## config.mk

```make
export PLATFORM = sky130hd
export DESIGN_NAME = cmp_stream_decimator
export DESIGN_NICKNAME = d
export VERILOG_FILES = /design/src/rtl/cmp_pkg.sv /design/src/rtl/cmp_sync.sv /design/src/rtl/cmp_stream_decimator.sv
export SDC_FILE = /design/constraint.sdc
export NUM_CORES = 1
export LEC_CHECK = 0
export CORE_MARGIN = 8
export CORE_UTILIZATION = 40
export DETAILED_ROUTE_END_ITERATION = 12
export PLACE_DENSITY = 0.65
export SYNTH_ARGS = -nofsm -noshare
export SYNTH_HDL_FRONTEND = slang
export SYNTH_HIERARCHICAL = 1
export SYNTH_SLANG_ARGS = --single-unit
```

## constraint.sdc

```tcl
create_clock -name clk -period 3.49 [get_ports clk]
set_input_delay 0.349 -clock clk [delete_from_list [all_inputs] [get_ports clk]]
set_output_delay 0.349 -clock clk [all_outputs]
set_load 0.03 [all_outputs]
```

## src/rtl/cmp_pkg.sv

```systemverilog
// Shared types and constants for the comparator stream decimator.
package cmp_pkg;

    typedef enum logic [1:0] {
        IDLE   = 2'd0,
        SETTLE = 2'd1,
        ACCUM  = 2'd2,
        DONE   = 2'd3
    } state_t;

    localparam int WIN_MIN_LOG2_DEF = 5;
    localparam int RESULT_W         = 8;
    localparam int CNT_W            = RESULT_W + 1;

    // Normalise a ones count taken over 2^l samples to a RESULT_W-bit code.
    // A full-scale window (all ones) lands one past the top code, so saturate.
    function automatic logic [RESULT_W-1:0] scale_code(input logic [31:0] ones,
                                                       input int          l);
        logic [39:0] wide;
        wide = {8'd0, ones};
        if (l < RESULT_W) begin
            wide = wide << (RESULT_W - l);
        end else begin
            wide = wide >> (l - RESULT_W);
        end
        if (wide > 40'((1 << RESULT_W) - 1)) begin
            return '1;
        end
        return wide[RESULT_W-1:0];
    endfunction

endpackage

```

## src/rtl/cmp_sync.sv

```systemverilog
// Multi-flop synchronizer bringing the asynchronous comparator decision into clk.
module cmp_sync #(
    parameter int SYNC_STAGES = 2
) (
    input  logic clk,
    input  logic rst_n,
    input  logic d,
    output logic q
);

    logic [SYNC_STAGES-1:0] r_chain;

    generate
        for (genvar gi = 0; gi < SYNC_STAGES; gi++) begin : g_stage
            if (gi == 0) begin : g_first
                always_ff @(posedge clk or negedge rst_n) begin
                    if (!rst_n) begin
                        r_chain[gi] <= 1'b0;
                    end else begin
                        r_chain[gi] <= d;
                    end
                end
            end else begin : g_next
                always_ff @(posedge clk or negedge rst_n) begin
                    if (!rst_n) begin
                        r_chain[gi] <= 1'b0;
                    end else begin
                        r_chain[gi] <= r_chain[gi-1];
                    end
                end
            end
        end
    endgenerate

    assign q = r_chain[SYNC_STAGES-1];

endmodule

```

## src/rtl/cmp_stream_decimator.sv

```systemverilog
// Comparator bit-stream decimator: counts ones over a 2^L-sample window and
// emits a saturated 8-bit density code, single-shot or back-to-back.
module cmp_stream_decimator
    import cmp_pkg::*;
#(
    parameter int WIN_MIN_LOG2 = WIN_MIN_LOG2_DEF,
    parameter int SYNC_STAGES  = 2
) (
    input  logic                clk,
    input  logic                rst_n,
    input  logic                ena,
    input  logic                cmp_in,
    input  logic                start,
    input  logic                cont,
    input  logic [1:0]          osr_sel,
    output logic [RESULT_W-1:0] result,
    output logic                valid,
    output logic                busy
);

    // Counters must hold the largest window length (2^(WIN_MIN_LOG2+3)).
    localparam int CW = (WIN_MIN_LOG2 + 4 > CNT_W) ? (WIN_MIN_LOG2 + 4) : CNT_W;
    localparam int SW = $clog2(SYNC_STAGES + 1);

    state_t              r_state;
    state_t              w_state_next;
    logic [1:0]          r_win_sel;
    logic [1:0]          w_win_sel_next;
    logic [CW-1:0]       r_sample_cnt;
    logic [CW-1:0]       w_sample_cnt_next;
    logic [CW-1:0]       r_ones_cnt;
    logic [CW-1:0]       w_ones_cnt_next;
    logic [CW-1:0]       w_ones_inc;
    logic [CW-1:0]       w_last_idx;
    logic [SW-1:0]       r_settle_cnt;
    logic [SW-1:0]       w_settle_cnt_next;
    logic [RESULT_W-1:0] r_result;
    logic [RESULT_W-1:0] w_result_next;
    logic                w_s;
    logic                w_last;

    cmp_sync #(
        .SYNC_STAGES(SYNC_STAGES)
    ) u_sync (
        .clk  (clk),
        .rst_n(rst_n),
        .d    (cmp_in),
        .q    (w_s)
    );

    assign w_ones_inc = r_ones_cnt + CW'(w_s);
    assign w_last_idx = CW'((64'd1 << (WIN_MIN_LOG2 + int'(r_win_sel))) - 64'd1);
    assign w_last     = (r_sample_cnt == w_last_idx);

    always_ff @(posedge clk or negedge rst_n) begin
        if (!rst_n) begin
            r_state      <= IDLE;
            r_win_sel    <= 2'd0;
            r_sample_cnt <= '0;
            r_ones_cnt   <= '0;
            r_settle_cnt <= '0;
            r_result     <= '0;
        end else begin
            r_state      <= w_state_next;
            r_win_sel    <= w_win_sel_next;
            r_sample_cnt <= w_sample_cnt_next;
            r_ones_cnt   <= w_ones_cnt_next;
            r_settle_cnt <= w_settle_cnt_next;
            r_result     <= w_result_next;
        end
    end

    always_comb begin
        w_state_next      = r_state;
        w_win_sel_next    = r_win_sel;
        w_sample_cnt_next = r_sample_cnt;
        w_ones_cnt_next   = r_ones_cnt;
        w_settle_cnt_next = r_settle_cnt;
        w_result_next     = r_result;

        if (!ena) begin
            // Abort: the partial window is discarded and result keeps its value.
            w_state_next      = IDLE;
            w_sample_cnt_next = '0;
            w_ones_cnt_next   = '0;
            w_settle_cnt_next = '0;
        end else begin
            case (r_state)
                IDLE: begin
                    if (start) begin
                        w_win_sel_next    = osr_sel;
                        w_sample_cnt_next = '0;
                        w_ones_cnt_next   = '0;
                        w_settle_cnt_next = '0;
                        w_state_next      = SETTLE;
                    end
                end
                SETTLE: begin
                    // Flush whatever the synchronizer held before the request.
                    if (r_settle_cnt == SW'(SYNC_STAGES - 1)) begin
                        w_settle_cnt_next = '0;
                        w_state_next      = ACCUM;
                    end else begin
                        w_settle_cnt_next = r_settle_cnt + SW'(1);
                    end
                end
                ACCUM: begin
                    w_sample_cnt_next = r_sample_cnt + CW'(1);
                    w_ones_cnt_next   = w_ones_inc;
                    if (w_last) begin
                        // Code is registered on entry so it is already valid during DONE.
                        w_result_next = scale_code(32'(w_ones_inc),
                                                   WIN_MIN_LOG2 + int'(r_win_sel));
                        w_state_next  = DONE;
                    end
                end
                DONE: begin
                    w_sample_cnt_next = '0;
                    w_ones_cnt_next   = '0;
                    if (cont) begin
                        w_win_sel_next = osr_sel;
                        w_state_next   = ACCUM;
                    end else begin
                        w_state_next   = IDLE;
                    end
                end
                default: begin
                    w_state_next = IDLE;
                end
            endcase
        end
    end

    assign result = r_result;
    assign valid  = (r_state == DONE);
    assign busy   = (r_state == SETTLE) || (r_state == ACCUM);

endmodule

```

== After elaboration in Yosys (flattened, before gate mapping) ==
Cells that the tools add are included.

* Add/sub/neg operators: 7
* $lt $le $gt $ge: 2
* Equal/unequal tests: 12
* Shift-type cells: 3
* Mux-type cells: 28
* Reductions and logical operators: 8

{| class="wikitable"
|+ Operator list
! kind !! count
|-
| $mux W40 || 4
|-
| $pmux W9 S3 || 2
|-
| $gt A40 B8 Y1 const B || 1
|-
| $shl A9 B32 Y40 || 1
|-
| $shr A9 B32 Y40 || 1
|-
| $mux W9 || 3
|-
| $mux W2 || 10
|-
| $mux W8 || 2
|-
| $add A9 B1 Y9 || 1
|-
| $add A9 B1 Y9 const B || 1
|-
| $eq A9 B9 Y1 || 1
|-
| $ne A3 B3 Y1 const B || 3
|-
| $shl A1 B4 Y9 const A || 1
|-
| $sub A9 B1 Y9 const B || 1
|-
| $pmux W2 S2 || 2
|-
| $pmux W2 S4 || 1
|-
| $reduce_and A3 Y1 || 2
|-
| $sub A4 B4 Y5 const A || 1
|-
| $sub A4 B4 Y5 const B || 1
|-
| $add A3 B2 Y4 const A || 1
|-
| $eq A2 B1 Y1 const B || 2
|-
| $eq A2 B2 Y1 const B || 2
|-
| $lt A4 B4 Y1 const B || 1
|-
| $mux W1 || 4
|-
| 9 further kinds || 11
|}

* Register bits: 34
* Input bits: 8
* Output and inout bits: 10
* Word-level logic and storage cells: 68

== Logic depth before layout (Yosys ltp) ==
* Word-level depth: 13
* Gate-level depth with buffers: 11
* Depth with buffers taken out: 9

== Cells and area by module ==
Netlist, hierarchy kept.

{| class="wikitable"
|+ Modules (own cells, without submodules)
! module !! times used !! cells each !! area each (sq um) !! sequential area each (sq um)
|-
| cmp_stream_decimator || 1 || 309 || 2,631.3 || 800.8
|-
| cmp_sync || 1 || 2 || 50.0 || 50.0
|}

== Least setup slack after synthesis ==
No wires, ideal clock.

* Path type: flip-flop to flip-flop
* Start: reg r_win_sel[0]
* End: reg r_result[5], in the netlist result[5]
* Library setup time: 0.134 ns
* Arrival time: 2.560 ns
* Data required time: 3.356 ns
* Path slack: 0.797 ns
* Cell stages (with the launch flop): 12
* Buffers on the path: 3
* Period minus slack after synthesis: 2.693 ns
* Path through: dfrtp_1 -> buf_2 -> inv_1 -> clkbuf_1 -> ha_1 -> xnor2_1 -> nor4_2 -> and4b_1 -> buf_6 -> o2111ai_4 -> o31ai_4 -> a31oi_1

* Word-level cells in the longest chain between the ends: 13
* Elaborated cells between the ends (all ways): 20
* Those cells by class: add/sub (4); order compare (2); eq/ne (1); shift (3); mux (9); reduce/logical (1)

{| class="wikitable"
|+ RTL lines
! element !! line !! source
|-
| from (decl) || cmp_stream_decimator.sv:27 || <nowiki>logic [1:0] r_win_sel;</nowiki>
|-
| from (signal assigned) || cmp_stream_decimator.sv:65 || <nowiki>r_win_sel <= w_win_sel_next;</nowiki>
|-
| $add A3 B2 Y4 (*) || cmp_stream_decimator.sv:52, cmp_stream_decimator.sv:113 ||
|-
| $sub A4 B4 Y5, on equally long branches || cmp_pkg.sv:24, cmp_pkg.sv:22 ||
|-
| $shr A9 B32 Y40 / $shl A9 B32 Y40 (equally long branches) || cmp_pkg.sv:24, cmp_pkg.sv:22 ||
|-
| $mux W40 || cmp_pkg.sv:21 || <nowiki>if (l < RESULT_W) begin</nowiki>
|-
| $mux W40 || cmp_stream_decimator.sv:110 || <nowiki>if (w_last) begin</nowiki>
|-
| $mux W40 || cmp_stream_decimator.sv:88 || <nowiki>case (r_state)</nowiki>
|-
| $mux W40 || cmp_stream_decimator.sv:81 || <nowiki>if (!ena) begin</nowiki>
|-
| $gt A40 B8 Y1 || cmp_pkg.sv:26 || <nowiki>if (wide > 40'((1 << RESULT_W) - 1)) begin</nowiki>
|-
| $mux W1 || cmp_pkg.sv:26 ||
|-
| $mux W1 || cmp_stream_decimator.sv:110 ||
|-
| $mux W1 || cmp_stream_decimator.sv:88 ||
|-
| $mux W1 || cmp_stream_decimator.sv:81 ||
|-
| $mux W8 || cmp_pkg.sv:29 || <nowiki>return wide[RESULT_W-1:0];</nowiki>
|-
| to (signal assigned) || cmp_stream_decimator.sv:69 || <nowiki>r_result <= w_result_next;</nowiki>
|-
| to (decl) || cmp_stream_decimator.sv:37 || <nowiki>logic [RESULT_W-1:0] r_result;</nowiki>
|}

Every way passes the cells marked *; elsewhere a longest branch is shown, timed or not. The select of a mux whose other input is x is not followed.
A chain may end at the register's enable or synchronous reset.

== Worst setup path after layout ==
Same ends and word-level chain as after synthesis.

==> results.py <==
metrics = {
    "status": {
        "status": "finished clean",
    },
    "grt": {
        "busiest_layer": "met2",
        "grt_util_met1_pct": 18.1,
        "grt_overflow": 0,
        "grt_pass1_vias": 2303,
        "antenna_found_initial": 0,
        "grtUsageMet3_pct": 3.49,
        "grt_pass1_wl_um": 11300,
        "grt_max_degree": 35,
        "grt_usage_pct": 14.3,
        "met2_usage_pct": 22.7,
    },
    "drt": {
        "drt_iter0_markers": 118,
        "drcViolationCount": 0,
        "routed_via_density": 5.91,
        "detail-route-antenna-nets": 0,
        "drt_pass1_iterations": 5,
        "vias": 2369,
        "wl_per_cell_um": 16.5,
        "wl_um": 6610,
    },
    "pwr": {
        "clock_power_share_pct": 14.2,
        "p_int_w": 0.00103,
        "p_leak_nw": 1.19,
        "total_power_w": 0.00196,
        "p_sw_share_pct": 47.3,
        "peakVddDrop_uv": 469,
        "p_switching_w": 0.000925,
        "seqPwrFrac_pct": 23.7,
        "comb_power_share_pct": 62.1,
        "powerDensity_mw_per_mm2": 661,
    },
    "sta": {
        "worst_pin_slew_ps": 882,
        "final-max-slew-violation-count": 0,
        "slew_headroom_pct": 41.2,
        "setup_tns_ps": 0,
        "setup_viol": 0,
        "finalHoldViolCount": 0,
        "rsz0062_at_grt": "false",
        "final.min_clock_period_ps": 3010,
        "clock_skew_ps": 3.80,
        "fin_crit_sh_pct": 86.2,
        "fmax_mhz": 333,
    },
    "finish": {
        "post_layout_nonfiller_instances": 401,
        "n_fill_cell": 653,
        "drive_gt1_share_pct": 9.35,
        "antenna_cells": 0,
        "syn_to_final_growth_pct": 10.4,
        "layout.nets": 345,
    },
    "yosys": {
        "syn_nets": 335,
        "synth-seq-area-share_pct": 31.7,
        "netlist.area_leader.share_pct": 31.7,
        "syn-instance-count": 311,
        "yosys_warnings": 6,
        "synthArstFlopShare_pct": 100,
        "synth.top_cells.by_area": "dfrtp_1 32%, ha_1 7.5%, o21ai_0 5.2%, nor2_1 4.2%, a21oi_1 3.9%",
        "ys_types": 63,
        "synth-seq-cells": 34,
        "synth_edf_count": 0,
        "yosys-top-cells-count": "34 x dfrtp_1, 30 x nor2_1, 28 x o21ai_0",
        "yosysTopAreaCell": "dfrtp_1",
        "synth_area_per_cell_um2": 8.62,
        "synth_area_mm2": 0.00268,
        "ys.flop_type": "dfrtp_1",
        "yosysMostFrequentCell": "dfrtp_1",
    },
    "worst_setup_path": {
        "crit_path_max_fanout": 11,
        "reg2regPathDepth": 9,
        "required_ps": 3650,
        "rr_startpoint": "r_win_sel[0]",
        "path_class": "reg -> reg",
        "rr_endpoint": "result[5]",
        "worstPathArrival_ps": 3170,
        "crit_path_end_kind": "flop",
        "r2r_slack_ps": 480,
        "worstSetupStartpointType": "flop",
    },
    "floorplan": {
        "die_h_um": 97.9,
        "die_area_mm2": 0.00958,
        "die_width_um": 97.9,
        "boundaryPins": 18,
        "core_area_mm2": 0.00664,
        "rows": 30,
        "initial_core_util_pct": 40.4,
    },
    "placement": {
        "routabilityCongestion": 0.903,
        "io_buffers": 17,
        "dp.cells": 394,
        "hpwl_um": 4800,
    },
    "clock_network": {
        "cts_max_path_buffers": 2,
        "clk_pin_slew_ps": 70,
        "cts_setup_buffers": 0,
        "cts_root_buf": "clkbuf_8",
        "cts-resized-gates": 0,
        "hold_buffers": 0,
        "htreeDepth": 2,
        "cts_tree": "yes",
        "clkLatencyLatePin_ps": 290,
        "numCtsBuffers": 5,
        "cts.sinks": 34,
    },
    "job": {
        "cap_violations": 0,
    },
    "hold_path": {
        "hold_class": "in -> async",
    },
}
[critical path, cell delays in order, from the launching register on]
cell       delay [ps]
dfrtp_1           410
ha_1              430
inv_1             140
ha_1              240
xnor2_1           130
nor4_2            260
and4b_1           530
o2111ai_4         210
o31ai_4           380
a31oi_1           130
[power groups by stage]
stage               Combinational, W  Clock, W  Sequential (W)
floorplan                   0.000918         0        0.000462
global placement             0.00120         0        0.000467
detailed placement           0.00120         0        0.000470
CTS                          0.00121  0.000289        0.000463
global route                 0.00136  0.000303        0.000469
finish                       0.00121  0.000279        0.000463
[cell families after synthesis]
| logic type | Yosys count | synth area share, % |
|---|---|---|
| simple gates | 113 | 21.6 |
| compound gates | 101 | 26.6 |
| flops | 34 | 31.7 |
| buf+inv | 29 | 5.13 |
| fa+ha+maj | 16 | 7.47 |
| xor+xnor | 12 | 4.62 |
| mux | 6 | 2.85 |
[layout make-up]
class / count / area [um^2] / area share [%]
clock buffer: 7 / 76.3 / 2.58
inverter: 10 / 37.5 / 1.27
multi-input combinational: 248 / 1690 / 57.2
sequential: 34 / 851 / 28.7
tap: 80 / 100 / 3.38
timing repair buffer: 22 / 203 / 6.85
[metal layers]
layer / up-vias / wire (um)
met5: - / 0
met3: 12 / 335
met4: 0 / 117
met2: 70 / 3140
met1: 1123 / 3020
li1: 1164 / -
[worst max path at each step]
stage                     slack (ps)  cells after the start          from        end
after floorplan                  800                     11  r_win_sel[0]  result[5]
after global placement           630                      8  r_win_sel[0]  result[5]
after detailed placement         490                      9  r_win_sel[0]  result[5]
after CTS                        450                      9  r_win_sel[0]  result[5]
after global routing             170                      9  r_win_sel[0]  result[2]
final                            480                      9  r_win_sel[0]  result[5]
[flip-flops by register name, indices dropped and copies added (netlist names)]
signal and cells:
result 8, r_sample_cnt 9, r_state 2, r_win_sel 2
u_sync/q 1, r_ones_cnt 9, u_sync/r_chain 1, r_settle_cnt 2
[per-stage QoR]
step / util, % / cell area (um^2) / worst slack [ps] / hold WS (ps)
4_1_cts: 44.6 / 2960 / 452 / 216
2_1_floorplan: - / 2680 / 797 / 53.4
6_report: 44.6 / 2960 / 483 / 169
5_1_grt: 44.6 / 2960 / 170 / 238
3_5_place_dp: 43.4 / 2880 / 494 / 337
3_3_place_gp: 43.4 / 2880 / 633 / 334
[cell usage in the layout (no fill, tap or decap), drive strengths merged, types with 5 or more instances in the layout]
cell type,instances
nor3,9
inv,10
clkbuf,8
o21ai,29
a31oi,8
a211oi,5
a21oi,21
xnor2,11
nor2,30
and3,8
nand2b,7
nand4,8
buf,5
and2,6
ha,16
clkdlybuf4s50,16
nand2,24
nand3,10
dfrtp,34
Power figures use the tool's default switching activity.
